==> src/rtl/branch_target_table.sv <==
// Multi-bank branch-target lookup: jump index -> absolute PC target, with per-entry
// valid bits, a registered hit/miss read port, and a sweep FSM that clears storage.
module branch_target_table #(
    parameter int ADDR_W = 4,
    parameter int TGT_W  = 8,
    parameter int BANKS  = 4
) (
    input  logic                      clk_i,
    input  logic                      rst_ni,
    input  logic                      bank_ld_i,
    input  logic [$clog2(BANKS)-1:0]  bank_sel_i,
    input  logic                      rd_en_i,
    input  logic [ADDR_W-1:0]         addr_i,
    input  logic                      wr_en_i,
    input  logic [$clog2(BANKS)-1:0]  wr_bank_i,
    input  logic [ADDR_W-1:0]         wr_addr_i,
    input  logic [TGT_W-1:0]          wr_data_i,
    input  logic                      clr_req_i,
    input  logic [$clog2(BANKS)-1:0]  clr_bank_i,
    output logic [TGT_W-1:0]          target_o,
    output logic                      hit_o,
    output logic                      rd_valid_o,
    output logic                      busy_o,
    output logic                      wr_drop_o
);
    localparam int DEPTH   = 1 << ADDR_W;
    localparam int BANK_W  = $clog2(BANKS);
    localparam int IDX_W   = BANK_W + ADDR_W;
    localparam int ENTRIES = BANKS * DEPTH;

    typedef enum logic [1:0] {SWEEP_ALL, SWEEP_BANK, IDLE} state_t;

    // Each word is {valid, target}.
    logic [TGT_W:0] mem [ENTRIES];

    state_t            state_q, state_d;
    logic [IDX_W-1:0]  sweep_q, sweep_d;
    logic [BANK_W-1:0] clr_bank_q, clr_bank_d;
    logic [BANK_W-1:0] active_q;
    logic [TGT_W-1:0]  target_q;
    logic              hit_q, rd_valid_q, wr_drop_q;

    logic              idle, wr_ok, rd_ok, fwd, mem_we;
    logic [IDX_W-1:0]  rd_idx, wr_idx, mem_waddr;
    logic [TGT_W:0]    mem_wdata, rd_word;

    assign idle   = (state_q == IDLE);
    assign rd_idx = {active_q, addr_i};
    assign wr_idx = {wr_bank_i, wr_addr_i};
    // A clear issued in the same cycle as a write takes priority and kills the write.
    assign wr_ok  = idle && wr_en_i && !clr_req_i;
    assign rd_ok  = idle && rd_en_i;
    assign fwd    = wr_ok && (wr_idx == rd_idx);

    always_comb begin
        state_d    = state_q;
        sweep_d    = sweep_q;
        clr_bank_d = clr_bank_q;
        mem_we     = 1'b0;
        mem_waddr  = wr_idx;
        mem_wdata  = {1'b1, wr_data_i};
        case (state_q)
            SWEEP_ALL: begin
                mem_we    = 1'b1;
                mem_waddr = sweep_q;
                mem_wdata = '0;
                sweep_d   = sweep_q + IDX_W'(1);
                if (sweep_q == IDX_W'(ENTRIES - 1)) begin
                    state_d = IDLE;
                    sweep_d = '0;
                end
            end
            SWEEP_BANK: begin
                mem_we    = 1'b1;
                mem_waddr = {clr_bank_q, sweep_q[ADDR_W-1:0]};
                mem_wdata = '0;
                sweep_d   = sweep_q + IDX_W'(1);
                if (sweep_q[ADDR_W-1:0] == {ADDR_W{1'b1}}) begin
                    state_d = IDLE;
                    sweep_d = '0;
                end
            end
            IDLE: begin
                if (clr_req_i) begin
                    state_d    = SWEEP_BANK;
                    sweep_d    = '0;
                    clr_bank_d = clr_bank_i;
                end else if (wr_en_i) begin
                    mem_we = 1'b1;
                end
            end
            default: begin
                state_d = SWEEP_ALL;
                sweep_d = '0;
            end
        endcase
    end

    // Storage has no reset; the post-reset sweep is what invalidates it.
    always_ff @(posedge clk_i) begin
        if (mem_we && rst_ni) begin
            mem[mem_waddr] <= mem_wdata;
        end
    end

    assign rd_word = mem[rd_idx];

    always_ff @(posedge clk_i) begin
        if (!rst_ni) begin
            state_q    <= SWEEP_ALL;
            sweep_q    <= '0;
            clr_bank_q <= '0;
            active_q   <= '0;
            target_q   <= '0;
            hit_q      <= 1'b0;
            rd_valid_q <= 1'b0;
            wr_drop_q  <= 1'b0;
        end else begin
            state_q    <= state_d;
            sweep_q    <= sweep_d;
            clr_bank_q <= clr_bank_d;
            rd_valid_q <= rd_ok;
            wr_drop_q  <= (!idle && (wr_en_i || clr_req_i)) || (idle && clr_req_i && wr_en_i);
            if (bank_ld_i) begin
                active_q <= bank_sel_i;
            end
            if (rd_ok) begin
                if (fwd) begin
                    target_q <= wr_data_i;
                    hit_q    <= 1'b1;
                end else begin
                    target_q <= rd_word[TGT_W] ? rd_word[TGT_W-1:0] : '0;
                    hit_q    <= rd_word[TGT_W];
                end
            end
        end
    end

    assign target_o   = target_q;
    assign hit_o      = hit_q;
    assign rd_valid_o = rd_valid_q;
    assign wr_drop_o  = wr_drop_q;
    assign busy_o     = !idle;
endmodule

==> config.mk <==
export PLATFORM = sky130hd
export DESIGN_NAME = branch_target_table
export DESIGN_NICKNAME = d
export VERILOG_FILES = /design/src/rtl/branch_target_table.sv
export SDC_FILE = /design/constraint.sdc
export NUM_CORES = 1
export LEC_CHECK = 0
export CORE_ASPECT_RATIO = 1.75
export CORE_MARGIN = 2
export CORE_UTILIZATION = 53
export DETAILED_ROUTE_END_ITERATION = 8
export GPL_ROUTABILITY_DRIVEN = 1
export PLACE_DENSITY_LB_ADDON = 0.25
export SLEW_MARGIN = 0
export SYNTH_ARGS = -nofsm -noshare
export SYNTH_HDL_FRONTEND = slang
export SYNTH_SLANG_ARGS = --single-unit
==> constraint.sdc <==
create_clock -name clk_i -period 2.8 [get_ports clk_i]
set_input_delay 0.56 -clock clk_i [delete_from_list [all_inputs] [get_ports clk_i]]
set_output_delay 0.56 -clock clk_i [all_outputs]
set_load 0.05 [all_outputs]
---- Word-level counts from Yosys, hierarchy flattened ----
Memories as Yosys holds them, arrays and structs flattened.
Index checks and enable logic that the tools add are counted.
word-level totals
  logic and storage cells ................. 52
  memories ................................ 1
  bits of input ports ..................... 28
  bits in registers ....................... 23
  RAM bits ................................ 576
operators by class
  reduce and logical (&&, ||, !) cells .... 16
  eq/ne operators ......................... 8
  add/subtract/negate cells ............... 1
  mux-type cells .......................... 18
memories
  name  depth  bits a word  read ports  clocked after Yosys merged registers in  write ports  line  text
  mem   64     9            1           0                                        1            34    logic [TGT_W:0] mem [ENTRIES];
operator list
  cell                 number
  $mux 6               3
  $pmux 6 s3           1
  $mux 8               2
  $pmux 6 s2           1
  $mux 9               1
  $logic_and 1x1->1    8
  $add 6x1->6 const B  1
  $eq 6x6->1           1
  $eq 6x6->1 const B   1
  $mux 2               3
  $ne 2x2->1 const B   3
  $pmux 2 s3           1
  $mux 1               5
  $eq 4x4->1 const B   1
  $reduce_and 3->1     1
  $eq 2x1->1 const B   1
  $eq 2x2->1 const B   1
  $logic_not 1->1      2
  $logic_not 2->1      1
  $logic_or 1x1->1     2
  $pmux 1 s2           1
  $reduce_and 2->1     1
  $reduce_or 2->1      1

---- Depth between registers and ports, before layout ----
Gate-level depths: netlist of the first run.
  word-level depth ........................ 6
  gate-level depth with buffers ........... 10
  depth with buffers taken out ............ 8

---- Worst setup path before layout of the first run ----
Ideal clock, no wire load.
  path kind ............................... register to register
  from .................................... register state_q[1]
  to ...................................... memory mem[1][0] (netlist bit) (enable)
  cell stages (with the launch flop) ...... 10
  buffers on the path ..................... 1
  clock period less this slack ............ 2.821 ns
  required time ........................... 2.426 ns
  path slack .............................. -0.021 ns
  setup time .............................. 0.374 ns
  arrival time ............................ 2.447 ns
  path through ............................ dfxtp_1 buf_4 clkinv_1 nor2_1 inv_1 nor2_1 a32oi_1 and2b_1 nand2_1 nor2_1
on the way
  cells in the longest elaborated chain, start to end .. 6
ends and longest elaborated chain
  what                                           line  text
  start: declaration                             36    state_t state_q, state_d;
  start signal: assignment                       119   state_q <= state_d;
  $eq 2x1->1 or $logic_not 2->1 (tied branches)  62    case (state_q)
  $reduce_or 2->1 (no source line)               n/a
  $pmux 1 s2                                     62
  $logic_and 1x1->1                              101   if (mem_we && rst_ni) begin
  $mux 1                                         101
  $mux 1 (not written as such)                   102   mem[mem_waddr] <= mem_wdata;
  end: declaration                               34
Several ways; a longest one is shown, not always the timed one.

---- Worst setup path in the final report of the first run ----
  from .................................... register state_q[1]
  to ...................................... memory mem[33][0] (netlist bit) (enable)
Same word-level chain as after synthesis.

==> results of run 1 <==
==> per-layer routing <==
metal	vias up	routed length (um)	GRT usage
met2	345	29300	0.447
li1	5168	-	-
met1	6202	18500	0.268
met3	116	2190	0.0229
met4	0	2380	0.102
met5	-	0	0
==> final cells by class <==
class                           instances  area, um^2
Clock buffer                           70        1400
Inverter                                6        22.5
Tap cell                              566         708
Multi-Input combinational cell        472        5270
Fill cell                            2946       16100
Sequential cell                       599       17800
Clock inverter                         18         128
Timing Repair Buffer                  221        2070
==> cell families (layout without fill, tap and decap cells) <==
family          after synthesis  count (layout)
flops                       599             599
xor+xnor                      7               7
compound gates              127             127
simple gates                177             177
fa+ha+maj                     2               2
mux                         159             159
buf+inv                      69             315
==> cell usage in the layout (no fill, tap or decap), types with 3 or more instances in the layout <==
cell type	n
nand2_1	28
buf_12	25
mux4_1	5
edfxtp_1	576
nor2b_1	7
clkdlybuf4s50_1	36
nor2_1	80
clkinv_1	5
and2_1	6
a211oi_1	3
clkbuf_1	14
o22ai_1	26
nand3_1	10
clkbuf_16	51
inv_1	5
xor2_1	3
xnor2_1	4
clkinvlp_4	4
o21ai_0	8
nor3_1	17
a22oi_1	6
buf_4	158
a22o_1	32
dfxtp_1	22
mux2i_1	19
and2_2	8
or3_1	3
mux4_2	132
mux2_2	3
a21oi_1	4
clkbuf_8	6
clkinv_2	7
a21boi_0	5
a221oi_1	32
==> worst min path at each step <==
| stage | startpoint | end | depth (start not counted) | slack [ns] |
|---|---|---|---|---|
| after floorplan | clr_bank_q[1]$_SDFFE_PN0N_ | clr_bank_q[1]$_SDFFE_PN0N_ | 2 | 0.44 |
| after global placement | hit_o$_SDFFE_PN0P_ | hit_o$_SDFFE_PN0P_ | 2 | 0.46 |
| after detailed placement | clr_bank_q[1]$_SDFFE_PN0N_ | clr_bank_q[1]$_SDFFE_PN0N_ | 2 | 0.48 |
| after CTS | clr_bank_q[1]$_SDFFE_PN0N_ | clr_bank_q[1]$_SDFFE_PN0N_ | 2 | 0.49 |
| after global routing | hit_o$_SDFFE_PN0P_ | hit_o$_SDFFE_PN0P_ | 2 | 0.51 |
| final | clr_bank_q[1]$_SDFFE_PN0N_ | clr_bank_q[1]$_SDFFE_PN0N_ | 2 | 0.47 |
==> metrics by stage <==
step,setup TNS (ns),utilization,std cells
CTS,0,0.629,1952
detailed placement,-3.20,0.594,1864
global placement,-2.81,0.594,1864
floorplan,-3.49,-,1140
finish,0,0.629,1952
global route,0,0.629,1952
==> worst max-delay path, stage by stage (launching register included) <==
cell      delay (ns)
dfxtp_2         0.38
clkinv_1        0.11
nor2_1          0.16
inv_1           0.12
nor2_1          0.16
a32oi_1         0.15
and2b_1         0.28
nand2_1         0.33
nor2_1          0.34
buf_4           0.23
==> synthesized netlist by cell type (6+ instances only) <==
cell,n
mux2i_1,19
buf_2,20
mux4_2,132
o21ai_0,8
nor2_1,82
dfxtp_1,23
buf_6,6
edfxtp_1,576
a221oi_1,32
nand3_1,10
a22oi_1,6
nor2b_1,8
nor3_1,17
clkbuf_1,21
buf_4,12
and2_1,14
a22o_1,32
nand2_1,28
o22ai_1,26
==> sequential cells by signal, summed over array words and instances, names as in the netlist, 2 cells and up <==
register and cells:
state_q 2, target_o 8, sweep_q 6, mem 576, clr_bank_q 2, active_q 2
==> power by group <==
group / total [uW] / internal [uW] / switching, uW
logic: 743 / 351 / 392
clock network: 6550 / 3570 / 2980
registers: 9710 / 9690 / 18.0
==> implementation parameters, run 1 <==
Parameter                              Value

Route
  Routed wire length per instance    26.8 um
  Iteration-0 DRC count of the detailed router    1,141
  Pre-Repair DR Iteration Count    5
  Via count    11,800
  Vias per cell    6.06
  Antenna-violating nets left    0
  Number of DRC violations after detailed routing    0
  Wire length reported by the detailed router    52.4 mm

Worst setup path
  Data required time at the worst endpoint    3.08 ns
  FF-to-FF Start    state_q[1]$_SDFFE_PN0P_
  Crit path max fanout    8
  Critical Path Source    state_q[1]$_SDFFE_PN0P_
  Startpoint class of the critical path    register
  R2R setup slack    0.26 ns
  Worst setup path end    mem[33][0]$_DFFE_PP_
  Kind of critical path    reg2reg
  Arrival time worst endpoint    2.82 ns
  Crit end category    register
  Number of cell instances on the worst register-to-register path    9
  Reg-to-reg endpoint    mem[33][0]$_DFFE_PP_

Yosys
  Number of warnings printed during yosys synthesis    0
  Post-synthesis simple-gate area fraction    0.0348
  Multiplexer share of the synthesized area    0.142
  Dominant combinational cell family by area after synthesis    multiplexers
  Fraction of the mapped netlist area in adder cells    0.00107
  Share of the synthesized area in the top cell type    0.740
  Biggest area contributors in the synthesized netlist    edfxtp_1, mux4_2, dfxtp_1
  Combined area of all synthesized cells    23,400 um^2
  Share of flip-flops with an asynchronous set or reset    0
  Synthesized instance count    1,140
  Xor and xnor area share after synthesis    0.00262
  Number of flops mapped to enable cells by yosys    576
  Average size of a mapped cell    20.5 um^2
  Flip-flop and latch count after synthesis    599
  Number of distinct library cell variants in the gate-level netlist after synthesis    54
  Biggest area consumer among synthesized cells    edfxtp_1
  Most instantiated flip-flop cell in the synthesis netlist    edfxtp_1
  Net count of the mapped netlist    1,170
  Register area share after synthesis    0.759
  Compound-cell area share of the yosys netlist    0.0436

Timing
  Least setup slack across all paths after layout    0.258 ns
  Final worst hold slack    0.474 ns
  Final number of hold-violating endpoints    0
  Time the worst path needs with I/O delays and setup    2.54 ns
  Setup repair after global routing missed its margin    no
  Worst slew slack as a fraction of its limit    0.577
  Actual slew at the worst max-slew pin    0.628 ns
  Final-report setup violation count    0
  Part of the cycle the worst path needs    0.908
  Pins Over Slew Limit    0
  Largest clock skew in the final design    0.0120 ns
  Fmax achieved    393 MHz

Status
  Outcome    complete, no violations

Clock network
  Sink count of the clock tree    599
  Number of clock buffers inserted by TritonCTS    49
  Post-CTS sizing    0
  Maximum level of the CTS H-tree    2
  Clock tree from TritonCTS    yes
  CTS Hold Buffers Added    0
  Clock edge transition at the registers on the reported setup and hold paths    0.07 ns
  Clock root buffer    clkbuf_16
  Bufs on Longest Clock Path    3
  Number of buffers added for setup after CTS    0
  Later-pin clock latency in the skew report    0.57 ns

Place
  Total of buffers placed on input and output ports    39
  Instance area after placement    25,800 um^2
  Half-perimeter wire length after placement    35.2 mm
  Gp weighted congestion    0.859
  Post-Place Worst Slack    -0.146 ns

Finish
  Area growth syn-to-layout    17.0%
  Antenna Diode Count    0
  Area of all placed cells without fillers    27,400 um^2
  Number of nets at the end of the flow    1,379
  Fraction of layout cells with a size suffix above 1    0.294

Global route
  Largest net degree at the start of global routing    65
  Global route total overflow    0
  Wire length of the first global-routing pass    78.4 mm
  Number of global-route vias before repair    12,600
  GRT Overall Usage    0.236
  Antenna violations before repair    2

Power
  Design Power    17,000 uW
  Pleak    0.00859 uW
  Peak supply drop    380 uV
  Total power per unit cell area    622 nW/um^2

Floorplanning
  Core Region    43,500 um^2
  Die Outline Area    45,900 um^2
  IO Count    40
  Y dimension of the die    282 um
  Die W    163 um
  Effective utilization at floorplan    0.538
  Cell Rows    101

Min path
  Hold Path Class    reg2reg

Flow run
  Number of max-cap violations    0
No activity file was read; power rests on OpenSTA's default activity.
==> run 2: changes to the inputs <==
--- a/config.mk
+++ b/config.mk
@@ -5,6 +5,7 @@
 export SDC_FILE = /design/constraint.sdc
 export NUM_CORES = 1
 export LEC_CHECK = 0
+export CAP_MARGIN = 40
 export CORE_ASPECT_RATIO = 1.75
 export CORE_MARGIN = 2
 export CORE_UTILIZATION = 53
==> constraint.sdc (replaced) <==
create_clock -name clk_i -period 2.8 [get_ports clk_i]
set_input_delay 0.28 -clock clk_i [delete_from_list [all_inputs] [get_ports clk_i]]
set_output_delay 0.28 -clock clk_i [all_outputs]
set_load 0.05 [all_outputs]
==> run 2 against run 1 <==
Against the previous run: cell count shrank 1.3%; sequential power barely moved; critical endpoint is now mem[27][4]$_DFFE_PP_; power increased by 2.8%; setup slack worse by 0.11 ns; combinational power shrank 6.9%; clock power increased by 8.1%; non-clock buffer count shrank 27; design area shrank 0.73%; utilization shrank 0.46 points; register-to-register slack lost 0.11 ns; routed wire length is 5.4% higher; hold slack worse by 0.17 ns.
==> implementation parameters, run 2 (synthesis results as in run 1) <==
Parameter                              Value

Global route
  Global route total overflow    0 (unchanged)
  Met2 Resource Use GR    0.440 (-0.00695)
  Largest net degree at the start of global routing    83 (+28%)
  GR Layer Usage met3    0.0300 (+0.00706)
  Antenna violations before repair    0 (-2)
  Number of global-route vias before repair    12,500 (-0.37%)
  GRT Overall Usage    0.250 (+0.0140)
  Wire length of the first global-routing pass    82.2 mm (+4.8%)
  Grt met1 use    0.294 (+0.0265)
  Global route hottest layer    met2

Finish
  Fraction of layout cells with a size suffix above 1    0.287 (-0.00636)
  Max reg flops    576 (unchanged)
  Commonest cells after routing, fill and taps aside    edfxtp_1, buf_4, mux4_2
  Antenna Diode Count    0 (unchanged)
  Commonest non-fill, non-tap cell in the layout    edfxtp_1
  Final core occ    0.625 (-0.00458)
  Number of nets at the end of the flow    1,352 (-2.0%)
  Area growth syn-to-layout    16.1%
  Largest register by flop count    mem

Power
  Total power per unit cell area    644 nW/um^2 (+3.5%)
  Pleak    0.00849 uW (-1.2%)
  Fraction of power spent switching nets    0.199 (about the same)
  Clk network pwr share    0.405 (+0.020)
  Reported net switching power    3480 uW (+2.7%)
  Relative contribution of combinational cells to total power    0.040 (-0.004)
  Peak supply drop    486 uV (+28%)
  Total internal power    14,000 uW (+2.8%)
  Portion of total power attributed to sequential cells    0.556 (-0.015)

Floorplanning
  Effective utilization at floorplan    0.538 (unchanged)
  Y dimension of the die    282 um (unchanged)
  Cell Rows    101 (unchanged)
  Die W    163 um (unchanged)
  IO Count    40 (unchanged)
  Die Outline Area    45,900 um^2 (unchanged)
  Core Region    43,500 um^2 (unchanged)

Timing
  Fmax achieved    377 MHz (-4.1%)
  Largest clock skew in the final design    0.0157 ns (+0.00369 ns)
  Final number of hold-violating endpoints    0 (unchanged)
  Time the worst path needs with I/O delays and setup    2.65 ns (+0.109 ns)
  Final-report setup violation count    0 (unchanged)
  Final worst hold slack    0.307 ns (-0.167 ns)
  Part of the cycle the worst path needs    0.947 (+0.0390)
  Worst slew slack as a fraction of its limit    0.571 (-0.00648)
  Setup repair after global routing missed its margin    no
  Pins Over Slew Limit    0 (unchanged)
  Actual slew at the worst max-slew pin    0.637 ns (+0.00877 ns)

Route
  Via count    12,000 (+1.1%)
  Pre-Repair DR Iteration Count    5 (unchanged)
  Vias per cell    6.21 (+2.4%)
  Routed wire length per instance    28.7 um (+6.8%)
  Iteration-0 DRC count of the detailed router    1,122 (-1.7%)
  Wire length reported by the detailed router    55.3 mm (+5.4%)
  Number of DRC violations after detailed routing    0 (unchanged)
  Antenna-violating nets left    0 (unchanged)

Place
  Gp weighted congestion    0.923 (+7.4%)
  Half-perimeter wire length after placement    37.8 mm (+7.3%)
  Total of buffers placed on input and output ports    39 (unchanged)

Worst setup path
  R2R setup slack    0.15 ns (-0.11 ns)
  Startpoint class of the critical path    register
  Arrival time worst endpoint    2.92 ns (+0.10 ns)
  Crit path max fanout    8 (unchanged)
  FF-to-FF Start    state_q[1]$_SDFFE_PN0P_
  Data required time at the worst endpoint    3.07 ns (about the same)
  Number of cell instances on the worst register-to-register path    9 (unchanged)
  Kind of critical path    reg2reg
  Reg-to-reg endpoint    mem[27][4]$_DFFE_PP_
  Crit end category    register

Min path
  Hold Path Class    in2reg
  Worst Hold Path Cells    3 (+1)
  Worst Hold Launch    clr_bank_i[1]
  Destination of the worst hold path    clr_bank_q[1]$_SDFFE_PN0N_

Clock network
  Number of clock buffers inserted by TritonCTS    49 (unchanged)
  Sink count of the clock tree    599 (unchanged)
  CTS Hold Buffers Added    0 (unchanged)
  Post-CTS sizing    0 (unchanged)
  Maximum level of the CTS H-tree    2 (unchanged)
  Later-pin clock latency in the skew report    0.57 ns (about the same)
  Clock tree from TritonCTS    yes
  Clock edge transition at the registers on the reported setup and hold paths    0.07 ns (about the same)
  Number of buffers added for setup after CTS    0 (unchanged)
  Bufs on Longest Clock Path    3 (unchanged)
  Clock root buffer    clkbuf_16

Status
  Outcome    complete, no violations

Flow run
  Number of max-cap violations    0 (unchanged)
run 2: how the worst max path moves through the flow:
stage / start / to / slack (ns)
floorplan: state_q[1]$_SDFFE_PN0P_ / mem[1][0]$_DFFE_PP_ / -0.02
global placement: addr_i[0] / target_o[5]$_SDFFE_PN0P_ / 0.03
detailed placement: addr_i[0] / target_o[5]$_SDFFE_PN0P_ / 0.03
CTS: state_q[1]$_SDFFE_PN0P_ / mem[7][7]$_DFFE_PP_ / 0.12
global route: state_q[1]$_SDFFE_PN0P_ / mem[25][1]$_DFFE_PP_ / 0.02
finish: state_q[1]$_SDFFE_PN0P_ / mem[27][4]$_DFFE_PP_ / 0.15
run 2: power groups by stage:
stage                     Sequential [uW]  Clock [uW]  Combinational [uW]
after floorplan                      9900           0                 401
after global placement               9910           0                 681
after detailed placement             9910           0                 688
after CTS                            9710        7180                 692
after global routing                 9710        7500                 728
final                                9710        7080                 692
run 2: worst max-delay path: stages (launching register included):
cell      delay [ns]
dfxtp_2         0.44
clkinv_1        0.11
nor2_1          0.14
inv_1           0.10
nor2_1          0.16
a32oi_1         0.15
and2b_1         0.32
nand2_1         0.38
nor2_1          0.31
buf_4           0.23
run 2: per-stage QoR:
| step | setup slack [ns] | total power [uW] | setup TNS (ns) | instance area [um^2] | std cells |
|---|---|---|---|---|---|
| after floorplan | -0.0209 | 10300 | -3.49 | 23400 | 1140 |
| after global placement | 0.0272 | 10600 | 0 | 25500 | 1836 |
| after detailed placement | 0.0333 | 10600 | 0 | 25500 | 1837 |
| after CTS | 0.116 | 17600 | 0 | 27100 | 1927 |
| after global routing | 0.0186 | 17900 | 0 | 27200 | 1927 |
| final | 0.148 | 17500 | 0 | 27200 | 1927 |
run 2: layout make-up:
cell class	count	area, um^2
tap	566	708
fill	3025	16300
multi-input combinational	472	5280
sequential	599	17800
clock inverter	33	360
inverter	6	22.5
clock buffer	57	1300
timing repair buffer	194	1730
run 2: per-layer routing:
layer | share of wire | wire (um) | up-vias
met5 | 0 | 0 | -
met4 | 0.070 | 3870 | 0
met3 | 0.053 | 2920 | 157
met2 | 0.53 | 29200 | 492
met1 | 0.35 | 19300 | 6189
li1 | - | - | 5123
==> run 3: changes to the inputs <==
--- a/config.mk
+++ b/config.mk
@@ -8,7 +8,7 @@
 export CAP_MARGIN = 40
 export CORE_ASPECT_RATIO = 1.75
 export CORE_MARGIN = 2
-export CORE_UTILIZATION = 53
+export CORE_UTILIZATION = 60
 export DETAILED_ROUTE_END_ITERATION = 8
 export GPL_ROUTABILITY_DRIVEN = 1
 export PLACE_DENSITY_LB_ADDON = 0.25
==> run 3 against run 2 <==
Against the previous run: clock-buffer cell count increased by 6; critical endpoint is now mem[0][8]$_DFFE_PP_; first-iteration DRC count is 4.8% higher; sequential share of layout area down 0.063 points; design area about the same; power grew 0.85%; highest routed layer unchanged; global-route usage is 3.1 points higher; critical path depth shrank 1.
==> implementation parameters, run 3 (synthesis results as in run 1) <==
Parameter                              Value

Power
  Reported net switching power    3470 uW (-0.23%)
  Clk network pwr share    0.409 (+0.004)
  Peak supply drop    540 uV (+11%)
  Total internal power    14,200 uW (+1.1%)
  Pleak    0.00854 uW (+0.54%)
  Portion of total power attributed to sequential cells    0.551 (-0.005)
  Relative contribution of combinational cells to total power    0.041 (about the same)
  Fraction of power spent switching nets    0.197 (-0.00213)
  Total power per unit cell area    649 nW/um^2 (+0.75%)

Place
  Half-perimeter wire length after placement    37.2 mm (-1.4%)
  Total of buffers placed on input and output ports    39 (unchanged)
  Instance area after placement    25,500 um^2 (about the same)
  Number of placed cells counting well taps    1,762 (-4.1%)
  Gp weighted congestion    0.944 (+2.3%)

Clock network
  Number of buffers added for setup after CTS    0 (unchanged)
  Post-CTS sizing    0 (unchanged)
  Later-pin clock latency in the skew report    0.59 ns (+0.02 ns)
  Sink count of the clock tree    599 (unchanged)
  Maximum level of the CTS H-tree    2 (unchanged)
  Clock root buffer    clkbuf_16
  Clock tree from TritonCTS    yes
  Clock edge transition at the registers on the reported setup and hold paths    0.06 ns (about the same)
  Bufs on Longest Clock Path    3 (unchanged)
  Number of clock buffers inserted by TritonCTS    51 (+4.1%)
  CTS Hold Buffers Added    0 (unchanged)

Floorplanning
  Die W    153 um (-5.9%)
  Die Outline Area    40,600 um^2 (-11%)
  Core Region    38,400 um^2 (-12%)
  Cell Rows    95 (-5.9%)
  Y dimension of the die    265 um (-5.9%)
  IO Count    40 (unchanged)
  Effective utilization at floorplan    0.609 (+0.0711)

Finish
  Fraction of layout cells with a size suffix above 1    0.282 (-0.00513)
  Commonest cells after routing, fill and taps aside    edfxtp_1, buf_4, mux4_2
  Antenna Diode Count    0 (unchanged)
  Largest register by flop count    mem
  Area growth syn-to-layout    16.2% (about the same)
  Commonest non-fill, non-tap cell in the layout    edfxtp_1
  Number of nets at the end of the flow    1,360 (+0.59%)
  Count of non-filler cells in the finished layout    1,853 (-3.8%)
  Max reg flops    576 (unchanged)
  Area of all placed cells without fillers    27,200 um^2 (about the same)

Worst setup path
  R2R setup slack    0.12 ns (-0.03 ns)
  Data required time at the worst endpoint    3.07 ns (about the same)
  Startpoint class of the critical path    register
  Crit end category    register
  Number of cell instances on the worst register-to-register path    8 (-1)
  CP Cell Sequence    buf_12, buf_4, nand4bb_1, o22ai_1, and2_1, nand2_1, nor2_1, buf_4
  Max stage delay on crit path    0.49 ns (+0.05 ns)
  Reg-to-reg endpoint    mem[0][8]$_DFFE_PP_
  Kind of critical path    reg2reg
  Slowest stage cell on the critical path    nand2_1
  Arrival time worst endpoint    2.95 ns (+0.03 ns)
  Buffers & Inverters on Critical Path    3 (unchanged)
  CP delay by family, top    simple AND/OR/NAND/NOR gates
  Most used cell along the critical path    buf_4
  Crit path max fanout    34 (+26)
  FF-to-FF Start    state_q[1]$_SDFFE_PN0P_

Global route
  Largest net degree at the start of global routing    57 (-31%)
  Number of global-route vias before repair    12,800 (+2.2%)
  Antenna violations before repair    0 (unchanged)
  Wire length of the first global-routing pass    82.6 mm (+0.51%)
  GRT Overall Usage    0.280 (+0.0308)
  Global route total overflow    0 (unchanged)

Timing
  Worst slew slack as a fraction of its limit    0.436 (-0.135)
  Final-report setup violation count    0 (unchanged)
  Setup repair after global routing missed its margin    no
  Actual slew at the worst max-slew pin    0.843 ns (+0.205 ns)
  Final worst hold slack    0.284 ns (-0.0232 ns)
  Largest clock skew in the final design    0.0316 ns (+0.0159 ns)
  Pins Over Slew Limit    0 (unchanged)
  Final number of hold-violating endpoints    0 (unchanged)
  Fmax achieved    372 MHz (-1.2%)
  Part of the cycle the worst path needs    0.959 (+0.0118)
  Time the worst path needs with I/O delays and setup    2.68 ns (+0.0331 ns)

Route
  Routed wire length per instance    30.2 um (+5.2%)
  Antenna-violating nets left    0 (unchanged)
  Pre-Repair DR Iteration Count    5 (unchanged)
  Wire length reported by the detailed router    55.9 mm (+1.1%)
  Number of DRC violations after detailed routing    0 (unchanged)
  Iteration-0 DRC count of the detailed router    1,176 (+4.8%)
  Vias per cell    6.66 (+7.3%)
  Via count    12,300 (+3.2%)

Min path
  Destination of the worst hold path    clr_bank_q[1]$_SDFFE_PN0N_
  Hold Path Class    in2reg
  Worst Hold Path Cells    3 (unchanged)
  Worst Hold Launch    clr_bank_i[1]

Flow run
  Number of max-cap violations    0 (unchanged)

Status
  Outcome    complete, no violations
==> run 3: final cells by class <==
type	instances	area, um^2
clock buffers	63	1340
clock inverters	28	349
fillers	2202	11200
inverters	6	22.5
multi-input cells	472	5270
flip-flops and latches	599	17800
well taps	485	607
repair buffers	200	1830
==> run 3: worst min-delay path: stages <==
cell	delay (ns)
clkdlybuf4s50_1	0.40
nand3_1	0.06
a21boi_0	0.07
==> run 3: worst max-delay path by stage <==
stage                                to  slack [ns]               startpoint  depth (start not counted)
3_3_place_gp   target_o[0]$_SDFFE_PN0P_       -0.07                addr_i[0]                          9
5_1_grt            mem[18][7]$_DFFE_PP_        0.05  state_q[1]$_SDFFE_PN0P_                          8
2_1_floorplan       mem[1][0]$_DFFE_PP_       -0.02  state_q[1]$_SDFFE_PN0P_                          9
4_1_cts             mem[0][5]$_DFFE_PP_        0.15  state_q[1]$_SDFFE_PN0P_                          8
6_report            mem[0][8]$_DFFE_PP_        0.12  state_q[1]$_SDFFE_PN0P_                          8
3_5_place_dp   target_o[1]$_SDFFE_PN0P_       -0.08                addr_i[0]                          9
==> run 3: power by group through the flow <==
| stage | registers, uW | logic [uW] | clock network (uW) |
|---|---|---|---|
| after floorplan | 9900 | 401 | 0 |
| after global placement | 9900 | 695 | 0 |
| after detailed placement | 9900 | 705 | 0 |
| after CTS | 9710 | 710 | 7270 |
| after global routing | 9710 | 742 | 7570 |
| final | 9710 | 715 | 7200 |
==> run 3: per-stage QoR <==
step                power [uW]   util  setup WS, ns  setup TNS [ns]
CTS                      17700  0.708         0.149               0
floorplan                10300      -       -0.0209           -3.49
detailed placement       10600  0.664       -0.0841          -0.324
global placement         10600  0.663       -0.0687          -0.126
finish                   17600  0.708         0.115               0
global route             18000  0.708        0.0496               0
==> run 3: routing by layer <==
| layer | global-route usage | routed length [um] |
|---|---|---|
| met5 | 0 | 0 |
| met4 | 0.168 | 3790 |
| met3 | 0.0365 | 3670 |
| met2 | 0.480 | 29000 |
| met1 | 0.343 | 19400 |
